==> config.mk <==
export PLATFORM = sky130hd
export DESIGN_NAME = run_length_detector
export DESIGN_NICKNAME = d
export VERILOG_FILES = /design/src/rtl/run_det_pkg.sv /design/src/rtl/run_det_chan.sv /design/src/rtl/run_length_detector.sv
export SDC_FILE = /design/constraint.sdc
export NUM_CORES = 1
export LEC_CHECK = 0
export ABC_CLOCK_PERIOD_IN_PS = 1830
export CORE_AREA = 2 2 39 41
export CTS_BUF_LIST = sky130_fd_sc_hd__clkbuf_4 sky130_fd_sc_hd__clkbuf_8
export DETAILED_ROUTE_END_ITERATION = 16
export DIE_AREA = 0 0 41 43
export GPL_TIMING_DRIVEN = 0
export PLACE_DENSITY = 0.71
export SLEW_MARGIN = 15
export SYNTH_ARGS = -nofsm -noshare
export SYNTH_HDL_FRONTEND = slang
export SYNTH_SLANG_ARGS = --single-unit
==> constraint.sdc <==
create_clock -name clk -period 1.83 [get_ports clk]
set_input_delay 0.4575 -clock clk [delete_from_list [all_inputs] [get_ports clk]]
set_output_delay 0.4575 -clock clk [all_outputs]
set_load 0.01 [all_outputs]
==> src/rtl/run_det_pkg.sv <==
// Shared helpers for the run-length detector: run counter width and
// parameter legality, used by the top level and every channel.
package run_det_pkg;

    function automatic int run_w(input int run_len);
        return (run_len < 1) ? 1 : $clog2(run_len + 1);
    endfunction

    function automatic bit params_ok(input int ch, input int run_len,
                                     input int match, input int evt_w);
        return (ch >= 1) && (run_len >= 1) && (match >= 1) &&
               (match <= run_len) && (evt_w >= 1);
    endfunction

endpackage

==> src/rtl/run_det_chan.sv <==
// One detector channel: saturating run counter, saturation-entry event
// counter, and the match/saturation decodes taken straight from state.
module run_det_chan
    import run_det_pkg::*;
#(
    parameter int RUN_LEN = 2,
    parameter int MATCH   = 1,
    parameter int EVT_W   = 8
) (
    input  logic             clk,
    input  logic             reset,
    input  logic             en,
    input  logic             clr,
    input  logic             i,
    output logic             q,
    output logic             sat,
    output logic [EVT_W-1:0] evt_cnt
);

    localparam int RUN_W = run_w(RUN_LEN);
    localparam logic [RUN_W-1:0] RUN_MAX = RUN_W'(RUN_LEN);
    localparam logic [RUN_W-1:0] RUN_PRE = RUN_W'(RUN_LEN - 1);
    localparam logic [RUN_W-1:0] RUN_HIT = RUN_W'(MATCH);
    localparam logic [EVT_W-1:0] EVT_MAX = '1;

    logic [RUN_W-1:0] run;
    logic [EVT_W-1:0] evt;

    always_ff @(posedge clk or posedge reset) begin
        if (reset) begin
            run <= '0;
            evt <= '0;
        end else if (clr) begin
            run <= '0;
            evt <= '0;
        end else if (en) begin
            if (!i)
                run <= '0;
            else if (run != RUN_MAX)
                run <= run + 1'b1;
            // Counting only the step from RUN_LEN-1 makes a held saturation count once.
            if (i && (run == RUN_PRE) && (evt != EVT_MAX))
                evt <= evt + 1'b1;
        end
    end

    assign q       = (run == RUN_HIT);
    assign sat     = (run == RUN_MAX);
    assign evt_cnt = evt;

endmodule

==> src/rtl/run_length_detector.sv <==
// Multi-channel run-length detector: CH independent channels sharing
// enable, synchronous clear and asynchronous reset.
module run_length_detector
    import run_det_pkg::*;
#(
    parameter int CH      = 1,
    parameter int RUN_LEN = 2,
    parameter int MATCH   = 1,
    parameter int EVT_W   = 8
) (
    input  logic                clk,
    input  logic                reset,
    input  logic                en,
    input  logic                clr,
    input  logic [CH-1:0]       i,
    output logic [CH-1:0]       q,
    output logic [CH-1:0]       sat,
    output logic [CH*EVT_W-1:0] evt_cnt
);

    if (!params_ok(CH, RUN_LEN, MATCH, EVT_W)) begin : g_bad_params
        $error("run_length_detector: illegal parameters CH=%0d RUN_LEN=%0d MATCH=%0d EVT_W=%0d",
               CH, RUN_LEN, MATCH, EVT_W);
    end

    for (genvar c = 0; c < CH; c++) begin : g_chan
        run_det_chan #(
            .RUN_LEN (RUN_LEN),
            .MATCH   (MATCH),
            .EVT_W   (EVT_W)
        ) u_chan (
            .clk     (clk),
            .reset   (reset),
            .en      (en),
            .clr     (clr),
            .i       (i[c]),
            .q       (q[c]),
            .sat     (sat[c]),
            .evt_cnt (evt_cnt[c*EVT_W +: EVT_W])
        );
    end

endmodule

==> impl_metrics.yaml <==
flow_run:
  maxCapViolCount: 0
cts:
  clk_latency_ns: 0.26
  cts_buffer_depth: 2
  cts.sinks: 10
  cts_tree: "done"
  post_cts_buffers: 0
  cts-buffers-inserted: 3
  path_clk_slew_ns: 0.06
  h-tree-depth: 1
  cts_root_buffer: "clkbuf_4"
cells_and_area:
  finalNetCount: 89
  fillerInstances: 128
  area_growth_pct: 32.1
  drive_gt1_frac: 0.0886
  n_antenna_cell: 0
  register_area_um2: 250
  multi_input_area_um2: 294
  fin_cells: 95
route:
  vias_per_cell: 5.27
  antenna_left: 0
  avgRoutedWirePerCell_um: 11.6
  drt-initial-drc-count: 9
  vias: 501
  wl_um: 1110
  dr.pass1.iters: 4
  drc: 0
placement:
  dp.cells: 92
  dp_hpwl_um: 789
  io_buffers: 14
  globalplace.congestion: 0.808
  post-place-ws_ns: -0.112
worst_setup_path:
  cp_slowest_cell: "clkdlybuf4s50_1"
  critPathRequiredTime_ns: 1.37
  crit_arrival_ns: 1.31
  critPathMaxFanout: 7
  criticalPathCategory: "reg2out"
  startpoint_type: "flop"
  max_stage_delay_ns: 0.58
  cp_num_buf_inv: 1
  crit_chain: "clkdlybuf4s50_1"
  endpoint_kind: "output pin"
  path_delay_family: "buffers and inverters"
worst_hold_path:
  hp-class: "in2async"
synthesis:
  netlist_instances: 62
  yosysUniqueCellTypes: 22
  syn_nets: 70
  yosysTopAreaCell: "dfrtp_1"
  async_reset_ff_frac: 1.00
  synthTopCellsByArea: "dfrtp_1, ha_1, nand2_1"
  seq_area_frac_synth: 0.446
  synth_edf_count: 0
  synth_area_um2: 561
  yosysWarningCount: 0
  avgSynthCellArea_um2: 9.04
  synth_ff_type: "dfrtp_1"
  ys_ff_latch: 10
  synth_common_cells: "dfrtp_1, nand2_1, nor2_1"
  synth_top_area_share: 0.446
sta:
  worst_slack_ns: 0.0627
  rsz0062_at_grt: "false"
  worst_pin_slew_ns: 0.377
  min_period_ns: 1.77
  max_freq_mhz: 566
  slew_headroom: 0.748
  period_share: 0.966
  finalSetupViolCount: 0
  fin_hold_ws_ns: 0.471
  hold_viol: 0
  finalClockSkew_ns: 0.00125
  slew_violations: 0
outcome:
  status: "finished clean"
grt:
  grt_pass1_vias: 421
  grt_pass1_wl_um: 1790
  gr-usage-all-layers: 0.153
  grt_max_degree: 11
  grt_overflow: 0
  antenna_found_initial: 0
pwr:
  combPwrFrac: 0.085
  p_total_uw: 409
  netSwitchingFraction: 0.227
  leakagePower_uw: 0.000340
  sequentialPowerShare: 0.552
  cellInternalPower_uw: 316
  p_clk_frac: 0.363
  power.density_nw_per_um2: 552
  vdd_drop_max_uv: 355
  p_sw_uw: 92.7
floorplanning:
  start_util: 0.405
  die_w_um: 41
  die_height_um: 43
  num_rows: 14
  coreArea_um2: 1380
  die_area_um2: 1760
  io_pins: 15
## power by group through the flow
stage                     clock (uW)  sequential (uW)  combinational, uW
after global placement             0              230               36.2
after global routing             159              226               39.1
after detailed placement           0              230               36.6
after CTS                        151              226               35.5
final                            148              226               34.6
after floorplan                    0              230               17.5
## per-stage QoR
step / TNS (ns) / cell area (um^2) / util
floorplan: 0 / 561 / -
global placement: -0.174 / 721 / 0.521
detailed placement: -0.204 / 721 / 0.521
global route: 0 / 741 / 0.535
finish: 0 / 741 / 0.535
CTS: 0 / 741 / 0.535
## cell families after synthesis
group | after synthesis | synth area share
multiplexers | 2 | 0.0357
XOR/XNOR | 2 | 0.0313
flip-flops | 10 | 0.446
adder cells (fa/ha/maj) | 3 | 0.0670
buffers and inverters | 4 | 0.0290
AO/OA/AOI/OAI | 9 | 0.0893
AND/OR/NAND/NOR | 32 | 0.301
## path summary, 6_finish.rpt
check / from / to / slack, ns / depth (start not counted)
setup / recovery: g_chan[0].u_chan.evt_cnt[3]$_DFFE_PP0P_ / evt_cnt[3] / 0.06 / 1
hold / removal: reset / g_chan[0].u_chan.evt_cnt[2]$_DFFE_PP0P_ / 0.47 / 2
setup reg to reg: g_chan[0].u_chan.evt_cnt[0]$_DFFE_PP0P_ / g_chan[0].u_chan.evt_cnt[7]$_DFFE_PP0P_ / 0.24 / 5
hold reg to reg: g_chan[0].u_chan.run[1]$_DFFE_PP0P_ / g_chan[0].u_chan.run[1]$_DFFE_PP0P_ / 0.56 / 2
max in group asynchronous: reset / g_chan[0].u_chan.evt_cnt[7]$_DFFE_PP0P_ / 1.09 / 2
min in group clk: g_chan[0].u_chan.run[1]$_DFFE_PP0P_ / g_chan[0].u_chan.run[1]$_DFFE_PP0P_ / 0.56 / 2
## area by class of cell
| type | count | area share |
|---|---|---|
| Sequential cell | 10 | 0.338 |
| Tap cell | 16 | 0.0270 |
| Inverter | 3 | 0.0152 |
| Timing Repair Buffer | 14 | 0.186 |
| Multi-Input combinational cell | 48 | 0.397 |
| Clock buffer | 3 | 0.0304 |
| Buffer | 1 | 0.00676 |
## layer usage
layer  wire, um  track usage  vias to the layer above
li1           -            -                      255
met1        531        0.225                      226
met2        480        0.197                       18
met3         79       0.0471                        2
met4         14       0.0800                        0
met5          0            0                        -
## cell usage in the layout (no fill, tap or decap), types with 2 or more instances in the layout
cell             count
o21ai_0              3
mux2i_1              2
clkdlybuf4s50_1     12
inv_1                3
a21oi_1              3
dfrtp_1             10
or3_1                2
xor2_1               2
nor3_1               2
a31oi_1              2
ha_1                 3
nand2_1             10
nand4_1              2
nor2_1               7
and4_1               2
dlygate4sd2_1        2
nand3_1              2
clkbuf_4             3
## sequential cells by signal, indices dropped and copies added (netlist names)
name,flops
g_chan.u_chan.run,2
g_chan.u_chan.evt_cnt,8
## repair_timing
item                       CTS  global route
setup endpoints to repair    2             0
resized for setup            2             0
hold buffers                 0             0
(Power assumes the default switching activity.)
==> RTL edit 1: new RTL, same settings <==
`RUN_LEN` is set to 2 in 2 places; all go to 4.
--- a/src/rtl/run_det_chan.sv
+++ b/src/rtl/run_det_chan.sv
@@ -4,5 +4,5 @@
     import run_det_pkg::*;
 #(
-    parameter int RUN_LEN = 2,
+    parameter int RUN_LEN = 4,
     parameter int MATCH   = 1,
     parameter int EVT_W   = 8
--- a/src/rtl/run_length_detector.sv
+++ b/src/rtl/run_length_detector.sv
@@ -5,5 +5,5 @@
 #(
     parameter int CH      = 1,
-    parameter int RUN_LEN = 2,
+    parameter int RUN_LEN = 4,
     parameter int MATCH   = 1,
     parameter int EVT_W   = 8
Formal check against the unedited RTL: not equivalent (Yosys sat finds a counterexample within 4 cycles, from zero or initial values and one cycle with reset high).
==> RTL edit 1 against the original RTL <==
- area after synthesis up 19%
- routed wire length up 13%
- first-iteration DRC count up 22%
- non-clock buffer count unchanged
- power up 12%
- cell area up 17%
- sequential cell count up 1
- critical path type unchanged
- largest cell class unchanged
- hold slack better by 0.016 ns
- worst setup slack better by 0.0046 ns
- maximum frequency up 0.26%
==> RTL edit 1: results <==
[routing]
wl_met3_um = 47
avgRoutedWirePerCell_um = 11.9
dr_wl_met2_um = 567
top_layer = met3
wl_met1_um = 637
drt_iter0_drc = 11
firstDrtPassIters = 4
num_vias = 551
via_per_inst = 5.25

[placement]
dpl_cell_area_um2 = 830
placed_cells = 101
gp_congestion = 0.767
dp_slack_ns = -0.233
hpwl_um = 942

[finish]
area_growth_pct = 29.3
multi_input_area_share_pct = 43.6
multi_input_cells = 54
drive_gt1_share_pct = 15.7
sh_seq_area_pct = 31.9
inverters = 5
clkbuf_count = 4
bufAreaShareNonClock_pct = 16.5
clock_area_share_pct = 3.47
largest_reg_flops = 8
diodes = 0

[grt]
grt_pass1_vias = 498
met3_usage_pct = 3.14
grt_max_degree = 12
grt_util_met1_pct = 25.4
grtUsageTotal_pct = 17.3
grt_pass1_wl_mm = 2.06
grtUsageMet2_pct = 23.8
antenna_found_initial = 0

[logic_synthesis]
ys_seq_area_share_pct = 41.1
synth.distinct_cells = 25
synth_nets = 81
synth_common_cells = 11 x dfrtp_1, 10 x nor2_1, 6 x a21oi_1, 6 x nand3_1
synthCells = 71
synth_ff_type = dfrtp_1
synth_area_leaders = dfrtp_1 41%, ha_1 9.3%, nor2_1 5.6%

[critical_path]
r2r-end = g_chan[0].u_chan.evt_cnt[3]
crit_slowest_cell = clkdlybuf4s50_1
r2r_slack_ns = 0.12
cp_max_fo = 6
timing.rr.start = g_chan[0].u_chan.run[0]
r2r_cells = 6
arrival_ns = 1.31

[clocking]
numClockSinks = 11
clockBufferDepth = 2
cts_root_buffer = clkbuf_4

[timing]
clock_skew_ns = 0.00178
slew_headroom_pct = 69.1
whs_ns = 0.487
max_freq_mhz = 567

[hold_path]
min_path_type = in2async

[status]
status = completed

[pwr]
p_leak_nw = 0.392
ir_drop_mv = 0.378

[floorplan]
taps = 16
[RTL edit 1: cell count changes after synthesis, sizes merged, moves of 2 or more]
cell   unedited run  this run
a31oi             2         0
inv               3         5
nand2            10         5
a21oi             3         6
and4              3         0
nor3              2         0
nand3             3         6
ha                3         5
nor2              7        10
[RTL edit 1: cell families (layout without fill, tap and decap cells)]
family	count (synthesis)	in the layout	share of synthesized area, %
flops	11	11	41.1
fa+ha+maj	5	5	9.35
buf+inv	6	24	3.36
mux	1	1	1.50
simple gates	31	31	26.0
compound gates	14	14	14.8
xor+xnor	3	3	3.93
[RTL edit 1: repair_timing]
item                                   in CTS  in global routing
hold buffers                                0                  0
gates resized for setup                     3                  6
setup endpoints to repair                   2                  5
endpoints found under the hold margin       0                  0
[RTL edit 1: report_power, final]
group          leakage (nW)  switching [mW]  total, mW  internal (mW)
sequential            0.151         0.00139      0.246          0.245
clock                0.0184          0.0783      0.177         0.0990
combinational         0.222          0.0205     0.0356         0.0151
total                 0.392           0.100      0.459          0.359
==> RTL edit 2: new RTL, config.mk and constraints unchanged <==
Made on the original files. Register the output `evt_cnt`; this adds one clock of latency there. The other outputs are not delayed to match.
--- a/src/rtl/run_length_detector.sv
+++ b/src/rtl/run_length_detector.sv
@@ -19,4 +19,6 @@
 );
 
+    logic [CH*EVT_W-1:0] evt_cnt_d;
+
     if (!params_ok(CH, RUN_LEN, MATCH, EVT_W)) begin : g_bad_params
         $error("run_length_detector: illegal parameters CH=%0d RUN_LEN=%0d MATCH=%0d EVT_W=%0d",
@@ -37,6 +39,10 @@
             .q       (q[c]),
             .sat     (sat[c]),
-            .evt_cnt (evt_cnt[c*EVT_W +: EVT_W])
+            .evt_cnt (evt_cnt_d[c*EVT_W +: EVT_W])
         );
+    end
+
+    always_ff @(posedge clk) begin
+        evt_cnt <= evt_cnt_d;
     end
 
Function: changed (Yosys sat finds a counterexample within 4 cycles, from zero or initial values and one cycle with reset high).
==> RTL edit 2 against the original RTL <==
- power grew 55%
- sequential cell count increased by 8
- area after synthesis increased by 40%
- hold slack lost 0.030 ns
- maximum frequency is 2.8% higher
- cell area grew 31%
- routed wire length is 34% higher
- clock power rose by 30%
- worst setup slack improved by 0.048 ns
- highest routed layer unchanged
- combinational power up 20%
==> RTL edit 2: results <==
[status]
status = completed

[routing]
via_per_inst = 5.85
dr_wl_met2_um = 705
drt_wl_total_mm = 1.48
wl_met1_um = 668
wl_met3_um = 69

[logic_synthesis]
synth.distinct_cells = 30
syn_area_um2 = 787
synth_nets = 80
async_reset_ff_share_pct = 55.6
synth_xor_area_share_pct = 0
synth_area_per_cell_um2 = 10.9
postSynthRegisterBits = 18
synthMuxAreaShare_pct = 6.52

[critical_path]
crit_slowest_cell = dfrtp_1
cp_max_fo = 4
worstSetupStartpoint = g_chan[0].u_chan.run[0]
r2r-end = g_chan[0].u_chan.evt_cnt[3]

[grt]
grt_pass1_vias = 559
grt_pass1_wl_mm = 2.44

[placement]
gp_congestion = 0.835
placed_cells = 102
dp_slack_ns = -0.0507
hpwl_mm = 1.09
dpl_cell_area_um2 = 947

[clocking]
clk_latency_ns = 0.29

[timing]
slew_headroom_pct = 71.7
max_freq_mhz = 582

[pwr]
switching_share_pct = 22.1
p_comb_share_pct = 6.5
power.density_mw_per_mm2 = 655
p_leak_nw = 0.394
pg_seq_uw = 400

[finish]
clock_area_share_pct = 2.33
fin_nets = 99
==> RTL edit 2: changes by cell type after synthesis, moves of 3 or more <==
cell,unedited run,this run
o21ai_0,3,0
nor2b_1,1,4
nand2_1,10,4
nor2_1,7,3
dfxtp_1,0,8
==> RTL edit 2: worst min path at each step <==
stage | start | endpoint | slack (ns) | depth (start not counted)
6_report | reset | g_chan[0].u_chan.evt_cnt[7] | 0.44 | 2
5_1_grt | g_chan[0].u_chan.evt_cnt[6] | evt_cnt[6] | 0.48 | 0
4_1_cts | reset | g_chan[0].u_chan.evt_cnt[7] | 0.46 | 2
2_1_floorplan | reset | g_chan[0].u_chan.evt_cnt[0] | 0.30 | 1
3_5_place_dp | g_chan[0].u_chan.evt_cnt[7] | evt_cnt[7] | 0.43 | 0
3_3_place_gp | g_chan[0].u_chan.evt_cnt[6] | evt_cnt[6] | 0.43 | 0
==> RTL edit 2: layer usage <==
metal,GRT usage [%],up-vias
met5,0,-
met4,10.0,0
met3,4.71,4
met2,32.8,23
met1,25.3,291
li1,-,296
